--- src/rtl/ac97_stream_bridge_pkg.sv ---
//------------------------------------------------------------------------------
// Module  : ac97_stream_bridge_pkg
// Purpose : Shared AC97 slot constants and sample left-justify helper, used by
//           the stream bridge and the frame serialiser.
// Ports   : none (package)
// Rev     : 1.0  initial release
//------------------------------------------------------------------------------
`default_nettype none

package ac97_stream_bridge_pkg;

  // Width of one AC97 PCM slot.
  localparam int AC97_SLOT_W = 20;

  // Left-justify a zero-extended sample of 'width' bits into a full slot.
  function automatic logic [AC97_SLOT_W-1:0] ac97_left_justify(
    input logic [AC97_SLOT_W-1:0] sample,
    input int                     width
  );
    return sample << (AC97_SLOT_W - width);
  endfunction

endpackage

`default_nettype wire

--- src/rtl/ac97_stream_bridge_if.sv ---
//------------------------------------------------------------------------------
// Module  : ac97_stream_bridge_if
// Purpose : User-side sample stream of the AC97 bridge: outgoing valid/ready
//           sample pairs and the per-frame captured input pair.
// Ports   : master - user logic (drives out_*, receives out_ready and in_*)
//           slave  - bridge     (receives out_*, drives out_ready and in_*)
// Rev     : 1.0  initial release
//------------------------------------------------------------------------------
`default_nettype none

interface ac97_stream_bridge_if #(
  parameter int SAMPLE_W = 8
);
  logic                out_valid;
  logic                out_ready;
  logic [SAMPLE_W-1:0] out_left;
  logic [SAMPLE_W-1:0] out_right;
  logic                in_valid;
  logic [SAMPLE_W-1:0] in_left;
  logic [SAMPLE_W-1:0] in_right;

  modport master (
    output out_valid, out_left, out_right,
    input  out_ready, in_valid, in_left, in_right
  );

  modport slave (
    input  out_valid, out_left, out_right,
    output out_ready, in_valid, in_left, in_right
  );
endinterface

`default_nettype wire

--- src/rtl/ac97_stream_bridge_sync_fifo.sv ---
//------------------------------------------------------------------------------
// Module  : sync_fifo
// Purpose : Single-clock FIFO with occupancy count. Push is ignored when full,
//           pop is ignored when empty; data_o shows the head entry.
// Ports   : clk_i, rst_i (sync, active-high), push_i/data_i, pop_i/data_o,
//           full_o, empty_o, level_o (0..DEPTH)
// Rev     : 1.0  initial release
//------------------------------------------------------------------------------
`default_nettype none

module sync_fifo #(
  parameter int WIDTH = 16,
  parameter int DEPTH = 16
) (
  input  logic                   clk_i,
  input  logic                   rst_i,
  input  logic                   push_i,
  input  logic [WIDTH-1:0]       data_i,
  input  logic                   pop_i,
  output logic [WIDTH-1:0]       data_o,
  output logic                   full_o,
  output logic                   empty_o,
  output logic [$clog2(DEPTH):0] level_o
);
  localparam int AW = $clog2(DEPTH);

  logic [WIDTH-1:0] mem_q [DEPTH];
  logic [AW-1:0]    wr_ptr_q, wr_ptr_d;
  logic [AW-1:0]    rd_ptr_q, rd_ptr_d;
  logic [AW:0]      level_q, level_d;
  logic             w_push, w_pop;

  assign full_o  = (level_q == (AW+1)'(DEPTH));
  assign empty_o = (level_q == '0);
  assign w_push  = push_i & ~full_o;
  assign w_pop   = pop_i & ~empty_o;
  assign data_o  = mem_q[rd_ptr_q];
  assign level_o = level_q;

  // DEPTH is a power of two, so pointers wrap naturally.
  always_comb begin
    wr_ptr_d = wr_ptr_q;
    rd_ptr_d = rd_ptr_q;
    level_d  = level_q;
    if (w_push) wr_ptr_d = wr_ptr_q + 1'b1;
    if (w_pop)  rd_ptr_d = rd_ptr_q + 1'b1;
    case ({w_push, w_pop})
      2'b10:   level_d = level_q + 1'b1;
      2'b01:   level_d = level_q - 1'b1;
      default: level_d = level_q;
    endcase
  end

  always_ff @(posedge clk_i) begin
    if (rst_i) begin
      wr_ptr_q <= '0;
      rd_ptr_q <= '0;
      level_q  <= '0;
    end else begin
      wr_ptr_q <= wr_ptr_d;
      rd_ptr_q <= rd_ptr_d;
      level_q  <= level_d;
    end
  end

  // Storage needs no reset: emptied pointers make old contents unreachable.
  always_ff @(posedge clk_i) begin
    if (w_push) mem_q[wr_ptr_q] <= data_i;
  end

endmodule

`default_nettype wire

--- src/rtl/ac97_stream_bridge.sv ---
//------------------------------------------------------------------------------
// Module  : ac97_stream_bridge
// Purpose : Bridge between user audio logic and the AC97 frame serialiser.
//           Outgoing sample pairs are buffered in a FIFO and one pair is popped
//           per AC97 frame; one incoming pair is captured per frame.
// Ports   : clock_27mhz, reset (sync, active-high), ac97_ready (async),
//           bus (user stream, slave side), left/right_out_data (to AC97),
//           left/right_in_data (from AC97), frame_tick, fifo_level,
//           underrun_count (saturating)
// Rev     : 1.0  initial release
//------------------------------------------------------------------------------
`default_nettype none

module ac97_stream_bridge
  import ac97_stream_bridge_pkg::*;
#(
  parameter int SAMPLE_W      = 8,
  parameter int FIFO_DEPTH    = 16,
  parameter int STEREO        = 1,
  parameter int UNDERRUN_HOLD = 1
) (
  input  logic                        clock_27mhz,
  input  logic                        reset,
  input  logic                        ac97_ready,
  ac97_stream_bridge_if.slave         bus,
  output logic [AC97_SLOT_W-1:0]      left_out_data,
  output logic [AC97_SLOT_W-1:0]      right_out_data,
  input  logic [AC97_SLOT_W-1:0]      left_in_data,
  input  logic [AC97_SLOT_W-1:0]      right_in_data,
  output logic                        frame_tick,
  output logic [$clog2(FIFO_DEPTH):0] fifo_level,
  output logic [15:0]                 underrun_count
);
  logic [2:0]               sync_q;
  logic [2*SAMPLE_W-1:0]    w_head;
  logic                     w_full, w_empty, w_pop;
  logic [AC97_SLOT_W-1:0]   w_slot_left, w_slot_right;
  logic [SAMPLE_W-1:0]      w_cap_left, w_cap_right;
  logic [AC97_SLOT_W-1:0]   left_q, left_d, right_q, right_d;
  logic [SAMPLE_W-1:0]      in_left_q, in_left_d, in_right_q, in_right_d;
  logic                     in_valid_q;
  logic [15:0]              urc_q, urc_d;
  logic                     w_unused;

  // Synchroniser resets to all-ones so a ready line already high out of reset
  // does not look like a rising edge.
  always_ff @(posedge clock_27mhz) begin
    if (reset) sync_q <= 3'b111;
    else       sync_q <= {sync_q[1:0], ac97_ready};
  end
  assign frame_tick = sync_q[1] & ~sync_q[2];

  assign w_pop = frame_tick & ~w_empty;

  sync_fifo #(
    .WIDTH (2*SAMPLE_W),
    .DEPTH (FIFO_DEPTH)
  ) u_fifo (
    .clk_i   (clock_27mhz),
    .rst_i   (reset),
    .push_i  (bus.out_valid),
    .data_i  ({bus.out_left, bus.out_right}),
    .pop_i   (w_pop),
    .data_o  (w_head),
    .full_o  (w_full),
    .empty_o (w_empty),
    .level_o (fifo_level)
  );
  assign bus.out_ready = ~w_full;

  assign w_slot_left = ac97_left_justify(AC97_SLOT_W'(w_head[2*SAMPLE_W-1 -: SAMPLE_W]), SAMPLE_W);
  assign w_cap_left  = left_in_data[AC97_SLOT_W-1 -: SAMPLE_W];

  generate
    if (STEREO != 0) begin : g_stereo
      assign w_slot_right = ac97_left_justify(AC97_SLOT_W'(w_head[SAMPLE_W-1:0]), SAMPLE_W);
      assign w_cap_right  = right_in_data[AC97_SLOT_W-1 -: SAMPLE_W];
    end else begin : g_mono
      assign w_slot_right = w_slot_left;
      assign w_cap_right  = w_cap_left;
    end
  endgenerate

  // Slot bits below the sample, and the right channel in mono, are don't-care.
  assign w_unused = ^{left_in_data, right_in_data, bus.out_right};

  always_comb begin
    left_d     = left_q;
    right_d    = right_q;
    in_left_d  = in_left_q;
    in_right_d = in_right_q;
    urc_d      = urc_q;
    if (frame_tick) begin
      in_left_d  = w_cap_left;
      in_right_d = w_cap_right;
      if (!w_empty) begin
        left_d  = w_slot_left;
        right_d = w_slot_right;
      end else begin
        if (UNDERRUN_HOLD == 0) begin
          left_d  = '0;
          right_d = '0;
        end
        if (urc_q != 16'hFFFF) urc_d = urc_q + 1'b1;
      end
    end
  end

  always_ff @(posedge clock_27mhz) begin
    if (reset) begin
      left_q     <= '0;
      right_q    <= '0;
      in_left_q  <= '0;
      in_right_q <= '0;
      in_valid_q <= 1'b0;
      urc_q      <= '0;
    end else begin
      left_q     <= left_d;
      right_q    <= right_d;
      in_left_q  <= in_left_d;
      in_right_q <= in_right_d;
      in_valid_q <= frame_tick;
      urc_q      <= urc_d;
    end
  end

  assign left_out_data  = left_q;
  assign right_out_data = right_q;
  assign bus.in_valid   = in_valid_q;
  assign bus.in_left    = in_left_q;
  assign bus.in_right   = in_right_q;
  assign underrun_count = urc_q;

endmodule

`default_nettype wire
--- src/flat_wrapper.sv ---
// flat-port wrapper written by rule: the top's interface ports become plain ports
module ac97_stream_bridge_flat import ac97_stream_bridge_pkg::*;
#(
  parameter int SAMPLE_W      = 8,
  parameter int FIFO_DEPTH    = 16,
  parameter int STEREO        = 1,
  parameter int UNDERRUN_HOLD = 1
)
  (clock_27mhz, reset, ac97_ready, left_out_data, right_out_data, left_in_data, right_in_data, frame_tick, fifo_level, underrun_count, bus_out_valid, bus_out_left, bus_out_right, bus_out_ready, bus_in_valid, bus_in_left, bus_in_right);
  ac97_stream_bridge_if #(.SAMPLE_W(SAMPLE_W)) bus_i ();
  input  logic clock_27mhz;
  input  logic reset;
  input  logic ac97_ready;
  output logic [AC97_SLOT_W-1:0] left_out_data;
  output logic [AC97_SLOT_W-1:0] right_out_data;
  input  logic [AC97_SLOT_W-1:0] left_in_data;
  input  logic [AC97_SLOT_W-1:0] right_in_data;
  output logic frame_tick;
  output logic [$clog2(FIFO_DEPTH):0] fifo_level;
  output logic [15:0] underrun_count;
  input wire logic [$bits(bus_i.out_valid)-1:0] bus_out_valid;
  input wire logic [$bits(bus_i.out_left)-1:0] bus_out_left;
  input wire logic [$bits(bus_i.out_right)-1:0] bus_out_right;
  output wire logic [$bits(bus_i.out_ready)-1:0] bus_out_ready;
  output wire logic [$bits(bus_i.in_valid)-1:0] bus_in_valid;
  output wire logic [$bits(bus_i.in_left)-1:0] bus_in_left;
  output wire logic [$bits(bus_i.in_right)-1:0] bus_in_right;
  assign bus_i.out_valid = bus_out_valid;
  assign bus_i.out_left = bus_out_left;
  assign bus_i.out_right = bus_out_right;
  assign bus_out_ready = bus_i.out_ready;
  assign bus_in_valid = bus_i.in_valid;
  assign bus_in_left = bus_i.in_left;
  assign bus_in_right = bus_i.in_right;
  ac97_stream_bridge #(.SAMPLE_W(SAMPLE_W), .FIFO_DEPTH(FIFO_DEPTH), .STEREO(STEREO), .UNDERRUN_HOLD(UNDERRUN_HOLD)) u_core (.clock_27mhz(clock_27mhz), .reset(reset), .ac97_ready(ac97_ready), .bus(bus_i), .left_out_data(left_out_data), .right_out_data(right_out_data), .left_in_data(left_in_data), .right_in_data(right_in_data), .frame_tick(frame_tick), .fifo_level(fifo_level), .underrun_count(underrun_count));
endmodule
--- config.mk ---
export PLATFORM = sky130hd
export DESIGN_NAME = ac97_stream_bridge_flat
export DESIGN_NICKNAME = d
export VERILOG_FILES = /design/src/rtl/ac97_stream_bridge_pkg.sv /design/src/rtl/ac97_stream_bridge_if.sv /design/src/rtl/ac97_stream_bridge_sync_fifo.sv /design/src/rtl/ac97_stream_bridge.sv /design/src/flat_wrapper.sv
export SDC_FILE = /design/constraint.sdc
export NUM_CORES = 1
export LEC_CHECK = 0
export ABC_AREA = 1
export ABC_CLOCK_PERIOD_IN_PS = 3150
export CORE_MARGIN = 2
export CORE_UTILIZATION = 57
export DETAILED_ROUTE_END_ITERATION = 8
export PLACE_DENSITY = 0.86
export SLEW_MARGIN = 10
export SYNTH_ARGS = -nofsm -noshare
export SYNTH_HDL_FRONTEND = slang
export SYNTH_SLANG_ARGS = --single-unit
--- constraint.sdc ---
create_clock -name clock_27mhz -period 3.15 [get_ports clock_27mhz]
set_clock_uncertainty 0.15 [all_clocks]
set_input_delay 0.315 -clock clock_27mhz [delete_from_list [all_inputs] [get_ports clock_27mhz]]
set_output_delay 0.315 -clock clock_27mhz [all_outputs]
set_load 0.02 [all_outputs]
==> results.md <==
- WL per Instance: 17.6 um
- Initial Util: 57.9%
- Hold Crit Endpoint: u_core.sync_q[0]
- CP endpoint kind: flop
- H-tree depth: 1
- Area Overhead vs Synth: 16.0%
- Synth Warn #: 0
- Pre-CTS setup slack: 0.599 ns
- Clk sinks: 321
- Register area: 8990 um2
- Max incr delay on CP: 0.58 ns
- R2r setup slk: 0.65 ns
- Drc violations: 0
- Crit-path slowest cell: nor2_2
- Antenna violations before repair: 0
- Worst Tran Pin Value: 0.828 ns
- Seq cells post-synth: 321
- Hold_buf cts: 0
- Largest net degree at the start of global routing: 131
- I/O pin total: 140
- Clk root buf: clkbuf_16
- FP Rows: 57
- First DRT Iteration DRCs: 1,261
- DIE HEIGHT: 161 um
- GP Congestion: 0.838
- Critical Path RT: 3.28 ns
- Core box area: 24,200 um2
- Clock transition at path regs: 0.06 ns
- Status: completed
- Crit Path Max Fanout: 10
- Routed via count: 10,400
- Synthesized cell area: 14,000 um2
- Vias in the first global route: 10,200
- HP Start: ac97_ready
- RR Startpoint: u_core.u_fifo.level_o[2]
- CTS Buffer Depth: 3
- Post-CTS resize count: 0
- Syn Area/Cell: 9.58 um2
- Slew HR: 44.8%
- TritonCTS buffer count: 31
- Fin nets: 1,625
- Critical path launch point type: flop
- CTS tree: yes
- Unrepaired setup endpoints after global routing: no
- Number of diodes: 0
- Clock latency on the worst-skew pair: 0.58 ns
- Full die area: 25,900 um2
- Hold Path Class: in2reg
- VDD IR max: 0.461 mV
- Static leakage: 6.67 nW
- # setup viols final: 0
- Minimum clock period after layout: 2.50 ns
- Cell chain of the critical path: nor2_4 > nand4_1 > nand2_2 > inv_1 > nand2_1 > nor2_2 > buf_4
- Pwr per Cell Area: 548 nW/um2
- Cell variety after synth: 28
- Max cap viols: 0
- Worst Hold Path Cells: 2
- Detail Route Antenna Nets: 0
- Slew Limit Fails: 0
- Seq/Total Area, Yosys: 64.0%
- FF-to-FF path depth: 7
- DP HPWL: 19.7 mm
- Setup Fix Bufs, Post-CTS: 0
- Port Buf Inserts: 91
- Multi-input combinational cell area: 3960 um2
- Final Hold Viols: 0
- TNS Setup: 0 ns
- Fmax: 400 MHz
- Crit share post-route: 79.3%
- First-pass GRT wire length: 52.6 mm
- Fill cell count: 1,702
- Chip Width: 161 um
- Share of cells above drive strength 1: 7.34%
- Reg2Reg Capture Point: u_core.u_fifo.mem_q[1][9]
- Syn Inst Count: 1,466
- Crit path kind: reg2reg
- TritonRoute pass-1 iters: 5
- Avg Vias per Cell: 5.47
- Post-route setup slack: 0.651 ns
- Gr usage total: 25.8%
- Final wirelength: 33.5 mm
- Critical path arrival: 2.63 ns
- Congestion Overflow GR: 0
==> where the power goes <==
part | internal, W | switching [W] | leakage, nW
clock | 0.00218 | 0.00154 | 0.498
combinational | 0.000172 | 0.000357 | 3.33
sequential | 0.00464 | 0.0000339 | 2.84
total | 0.00699 | 0.00194 | 6.67
==> worst max-delay path: cells and delay by family, from the launching register on <==
family / cells / cell delay [ns]
simple gates: 5 / 1.11
buf+inv: 2 / 0.48
flops: 1 / 0.46
==> layer usage <==
metal	wire length (um)	track usage, %	vias up
met5	0	0	-
met4	1270	11.8	0
met3	3150	3.38	109
met2	16700	44.3	617
met1	12300	32.8	4826
li1	-	-	4858
==> final cells by class <==
class	count	area share, %
clock buffers	39	5.07
flip-flops and latches	321	55.2
multi-input cells	891	24.3
well taps	324	2.49
clock inverters	18	1.21
inverters	186	4.30
repair buffers	125	7.39
==> through the flow <==
stage	hold WS, ns	utilization, %	instance area, um2	power, W	std cells
floorplan	0.239	-	14100	0.00508	1489
global placement	0.252	62.9	15300	0.00526	1847
detailed placement	0.260	62.9	15300	0.00528	1847
CTS	0.153	67.2	16300	0.00894	1904
global route	0.153	67.2	16300	0.00917	1904
finish	0.160	67.2	16300	0.00893	1904
==> synthesized netlist by cell type <==
cell type	count	area share [%]
nor2_4	5	0.40
ha_1	9	0.80
nand2_1	420	11
inv_1	182	4.9
or2_2	2	0.089
buf_1	9	0.24
a21oi_1	20	0.71
buf_4	31	1.7
nand2_4	4	0.32
nor2_1	150	4.0
dfxtp_1	65	9.3
nor3_4	1	0.12
nand3_1	191	6.8
clkbuf_1	18	0.48
nand4_4	1	0.15
edfxtp_1	256	55
nand4_1	6	0.27
clkinv_1	1	0.027
nand2_2	3	0.13
buf_2	29	1.0
xnor2_1	2	0.12
nor2_2	2	0.089
inv_2	3	0.080
xor2_1	7	0.44
o21ai_1	4	0.14
buf_6	4	0.32
o21ai_0	40	1.4
conb_1	1	0.027
==> state kept, by name (all words and copies together) (netlist names), 5 cells and up <==
register and cells:
u_core.u_fifo.mem_q 256, u_core.underrun_count 16, u_core.bus.in_left 8, u_core.bus.in_right 8, u_core.left_out_data 8, u_core.right_out_data 8
u_core.u_fifo.level_o 5
==> cells by family after synthesis <==
family	Yosys count	share of synthesized area [%]
flops	321	64.0
buf+inv	277	8.71
compound gates	64	2.28
xor+xnor	9	0.561
simple gates	785	23.6
other cells	1	0.0267
fa+ha+maj	9	0.802
==> worst max path at each step <==
| stage | endpoint | from | slack, ns |
|---|---|---|---|
| 4_1_cts | u_core.u_fifo.mem_q[1][15] | u_core.u_fifo.level_o[2] | 0.68 |
| 3_5_place_dp | u_core.u_fifo.mem_q[1][2] | bus_out_valid | 0.60 |
| 5_1_grt | u_core.u_fifo.level_o[4] | u_core.u_fifo.level_o[0] | 0.47 |
| 2_1_floorplan | u_core.u_fifo.mem_q[0][0] | u_core.u_fifo.level_o[3] | 0.60 |
| 3_3_place_gp | u_core.u_fifo.mem_q[1][9] | bus_out_valid | 0.66 |
| 6_report | u_core.u_fifo.mem_q[1][9] | u_core.u_fifo.level_o[2] | 0.65 |
==> cells in the final DEF, fill, tap and decap left out, types with 18 or more instances in the layout <==
master and count:
conb_1 24, nand2_1 420, inv_1 182, nand3_1 191
clkbuf_16 31, buf_4 31, edfxtp_1 256, o21ai_0 40
dfxtp_1 63, a21oi_1 20, nor2_1 134, nor2_2 18
clkdlybuf4s50_1 91
Power figures use the tool's default switching activity.
